### src/rtl/slice_serializer.sv
// Captures a NUM_SLICES*BUS_SIZE snapshot on start and streams it out one slice per valid/ready transfer.
// Build option: SLICE_SERIALIZER_MSB_FIRST_EN reverses emission order (highest slice first).
module slice_serializer #(
    parameter int unsigned BUS_SIZE   = 8,
    parameter int unsigned NUM_SLICES = 4,
    parameter int unsigned BITS_INDEX = (NUM_SLICES > 1) ? $clog2(NUM_SLICES) : 1
) (
    input  logic                           i_clock,
    input  logic                           i_reset,
    input  logic                           i_start,
    input  logic [NUM_SLICES*BUS_SIZE-1:0] i_data,
    input  logic                           i_ready,
    output logic [BUS_SIZE-1:0]            o_data,
    output logic                           o_valid,
    output logic [BITS_INDEX-1:0]          o_index,
    output logic                           o_busy,
    output logic                           o_done
);

    localparam int unsigned DataW = NUM_SLICES * BUS_SIZE;

`ifdef SLICE_SERIALIZER_MSB_FIRST_EN
    localparam logic [BITS_INDEX-1:0] FirstIdx = BITS_INDEX'(NUM_SLICES - 1);
    localparam logic [BITS_INDEX-1:0] LastIdx  = '0;
    localparam logic [BITS_INDEX-1:0] StepIdx  = BITS_INDEX'(-1);
`else
    localparam logic [BITS_INDEX-1:0] FirstIdx = '0;
    localparam logic [BITS_INDEX-1:0] LastIdx  = BITS_INDEX'(NUM_SLICES - 1);
    localparam logic [BITS_INDEX-1:0] StepIdx  = BITS_INDEX'(1);
`endif

    typedef enum logic [1:0] {
        S_IDLE = 2'd0,
        S_SEND = 2'd1,
        S_DONE = 2'd2
    } state_t;

    state_t                  state_q;
    logic [DataW-1:0]        snap_q;
    logic [BUS_SIZE-1:0]     data_q;
    logic                    valid_q;
    logic [BITS_INDEX-1:0]   index_q;
    logic                    busy_q;
    logic                    done_q;
    logic [BITS_INDEX-1:0]   index_d;

    // Mux one slice out of a bus; out-of-range indices (non power-of-two counts) yield zero.
    function automatic logic [BUS_SIZE-1:0] pick_slice(input logic [DataW-1:0]      bus,
                                                       input logic [BITS_INDEX-1:0] idx);
        logic [BUS_SIZE-1:0] res;
        res = '0;
        for (int unsigned k = 0; k < NUM_SLICES; k++) begin
            if (idx == BITS_INDEX'(k)) begin
                res = bus[k*BUS_SIZE +: BUS_SIZE];
            end
        end
        return res;
    endfunction

    assign index_d = index_q + StepIdx;

    always_ff @(posedge i_clock) begin
        if (i_reset) begin
            state_q <= S_IDLE;
            snap_q  <= '0;
            data_q  <= '0;
            valid_q <= 1'b0;
            index_q <= '0;
            busy_q  <= 1'b0;
            done_q  <= 1'b0;
        end else begin
            done_q <= 1'b0;
            case (state_q)
                S_IDLE: begin
                    if (i_start) begin
                        // First slice comes straight from the bus so it is visible on the next cycle.
                        snap_q  <= i_data;
                        index_q <= FirstIdx;
                        data_q  <= pick_slice(i_data, FirstIdx);
                        valid_q <= 1'b1;
                        busy_q  <= 1'b1;
                        state_q <= S_SEND;
                    end
                end
                S_SEND: begin
                    if (i_ready) begin
                        if (index_q == LastIdx) begin
                            data_q  <= '0;
                            valid_q <= 1'b0;
                            index_q <= '0;
                            done_q  <= 1'b1;
                            state_q <= S_DONE;
                        end else begin
                            index_q <= index_d;
                            data_q  <= pick_slice(snap_q, index_d);
                        end
                    end
                end
                S_DONE: begin
                    busy_q  <= 1'b0;
                    state_q <= S_IDLE;
                end
                default: begin
                    data_q  <= '0;
                    valid_q <= 1'b0;
                    index_q <= '0;
                    busy_q  <= 1'b0;
                    state_q <= S_IDLE;
                end
            endcase
        end
    end

    assign o_data  = data_q;
    assign o_valid = valid_q;
    assign o_index = index_q;
    assign o_busy  = busy_q;
    assign o_done  = done_q;

endmodule

### config.mk
export PLATFORM = sky130hd
export DESIGN_NAME = slice_serializer
export DESIGN_NICKNAME = d
export VERILOG_FILES = /design/src/rtl/slice_serializer.sv
export SDC_FILE = /design/constraint.sdc
export NUM_CORES = 1
export LEC_CHECK = 0
export CAP_MARGIN = 20
export CELL_PAD_IN_SITES_DETAIL_PLACEMENT = 1
export CELL_PAD_IN_SITES_GLOBAL_PLACEMENT = 1
export CORE_ASPECT_RATIO = 0.75
export CORE_MARGIN = 1.5
export CORE_UTILIZATION = 38
export DETAILED_ROUTE_END_ITERATION = 12
export PLACE_DENSITY = 0.8
export SETUP_SLACK_MARGIN = 0.3
export SYNTH_ARGS = -nofsm -noshare
export SYNTH_HDL_FRONTEND = slang
export SYNTH_SLANG_ARGS = --single-unit
### constraint.sdc
create_clock -name i_clock -period 4.5 [get_ports i_clock]
set_clock_uncertainty 0.05 [all_clocks]
set_input_delay 0.9 -clock i_clock [delete_from_list [all_inputs] [get_ports i_clock]]
set_output_delay 0.9 -clock i_clock [all_outputs]
set_load 0.01 [all_outputs]
==> run summary <==
Largest cells by area after synthesis: dfxtp_1, nand2_1, a21oi_1, nor2b_1, o32a_1
Worst rel slew slack: 47.94%
Final WS setup: 2.113 ns
Power Density: 347.8 nW/um2
Die Ht: 66.58 um
DRT iter0 DRCs: 76
Antenna Nets Post-Route: 0
Placer congestion estimate: 0.7917
Most common cell after layout, fill and taps aside: nand2_1
FILL cells: 608
Post-CTS Setup Bufs: 0
Drt wl/cell: 16.13 um
CP Data Required Time: 4.67 ns
Fmax: 419.0 MHz
Max-cap check violation count: 0
Die footprint: 5844 um2
Cell accounting for the most synthesized area: dfxtp_1
Synth Area per Inst: 8.259 um2
Residual DRC count: 0
Initial core utilization: 40.66%
GRT Total Usage: 21.41%
Core area: 5037 um2
Arrival time of the worst setup path: 2.56 ns
Top cell type's share of synthesized area: 45.94%
Final WL: 5759 um
Number of antenna diodes: 0
Mapped Nets: 289
Max-slew violation count: 0
HP Class: reg -> reg
# rows: 22
Total power: 0.0009236 W
Layout cells sized above 1: 4.561%
Nets: 325
CTS Root Cell: clkbuf_8
Met1 usage: 29.94%
Area delta synth->final: 29.63%
Total global routing overflow: 0
Hold Buf Count CTS: 0
Final core utilization: 52.71%
RSZ-0062 raised after global routing: false
DR pass1 iterations: 4
Synthesized flop and latch total: 47
Crit-path cells: clkdlybuf4s50_1 > nor2b_1 > o2bb2ai_1
Status: completed
Met3 Resource Use GR: 4.833%
Mapped Cells: 248
Final period utilization: 53.04%
DP Worst Slack: 1.811 ns
Num Clock Sinks: 47
Global-route met2 utilization: 33.21%
Library cells used by synthesis: 25
Final HPWL DP: 4054 um
Clock buffer depth: 2
Setup crit end kind: register
Ports: 49
First-pass GRT wire length: 9418 um
Clock Latency Late Sink: 0.30 ns
Worst slew pin tran: 0.7798 ns
Routed vias: 1879
H-Tree Depth: 2
Die W: 87.78 um
Vias in the first global route: 1863
Slowest CP cell: clkdlybuf4s50_1
Most frequent cells in the layout: nand2_1, clkdlybuf4s50_1, dfxtp_1, a21oi_1, nor2b_1
Mapped Area: 2048 um2
Synth warn: 0
Number of port buffers: 48
Fin. Hold Viols: 0
Kind of critical path: in -> reg
Total negative slack: 0 ns
CP peak stage delay: 0.80 ns
Ys flop type: dfxtp_1
Post-synthesis sequential area ratio: 45.94%
Final instance area: 2655 um2
Placed Instance Area: 2537 um2
Worst-path clk slew: 0.08 ns
Minimum clock period: 2.387 ns
Vias/cell: 5.263
CTS tree: done
Ys async rst share: 0%
Crit start category: primary input
VDD IR max: 0.0001599 V
Leakage Power: 0.9562 nW
Initial antenna violation count: 0
Number of buffers created by CTS: 5
Post-synth EDFFs: 0
Post_cts resized: 0
Grt peak-use layer: met2
Worst Path Max Fanout: 20
Final setup vio count: 0
Pin count of the biggest net entering global routing: 34
==> logic make-up after synthesis <==
kind of cell / synth area share, %
AOI/OAI and AO/OA: 24.07
adders and majority gates: 3.054
DFF: 45.94
buffers and inverters: 5.559
and+or+nand+nor: 21.38
==> through the flow <==
step | std cells | hold slack [ns]
finish | 357 | 0.4128
global route | 357 | 0.4392
CTS | 357 | 0.4151
detailed placement | 349 | 0.4018
global placement | 349 | 0.3979
floorplan | 248 | 0.3861
==> flip-flops by register name, summed over array words and instances (netlist names) <==
name and flops:
o_busy 1, o_data 8, o_done 1, o_index 2
o_valid 1, snap_q 32, state_q 2
==> cell usage after synthesis, drive strengths merged (2+ instances only) <==
| master | number |
|---|---|
| nor2 | 5 |
| o2bb2ai | 8 |
| clkbuf | 14 |
| nor2b | 20 |
| ha | 5 |
| a21oi | 34 |
| nor3 | 2 |
| buf | 7 |
| nand2 | 67 |
| dfxtp | 47 |
| o32a | 8 |
| a221oi | 8 |
| a32oi | 2 |
| nand2b | 2 |
| a211oi | 2 |
| inv | 4 |
| a31oi | 8 |
==> path summary, 6_finish.rpt <==
kind                                 start  cells past startpoint   endpoint  slack, ns
worst max-delay path               i_reset                      3  o_data[1]       2.11
worst min-delay path                o_busy                      2     o_busy       0.41
worst max register to register  o_index[0]                      6  o_data[5]       2.30
worst min register to register      o_busy                      2     o_busy       0.41
==> layer usage <==
layer	vias up	share of wire (%)
met4	0	0.64
met3	4	4.9
met2	47	43
li1	929	-
met5	-	0
met1	899	51
==> layout make-up <==
class,instances,area (um2),area share [%]
multi-input combinational,176,996.0,37.51
sequential,47,940.9,35.44
timing repair buffer,50,495.5,18.66
tap,72,90.09,3.393
clock buffer,6,82.58,3.110
clock inverter,2,35.03,1.320
inverter,4,15.01,0.5655
==> where the power goes <==
group	switching (W)	internal, W	leakage (nW)
Combinational	0.0000696	0.0000744	0.509
Clock	0.000137	0.000180	0.0612
Sequential	0.0000218	0.000441	0.386
==> worst max-delay path, delay by kind of cell <==
family / cells / cell delay (ns)
buffers and inverters: 1 / 0.80
AND/OR/NAND/NOR: 1 / 0.68
AO/OA/AOI/OAI: 1 / 0.18
Power figures use the tool's default switching activity.
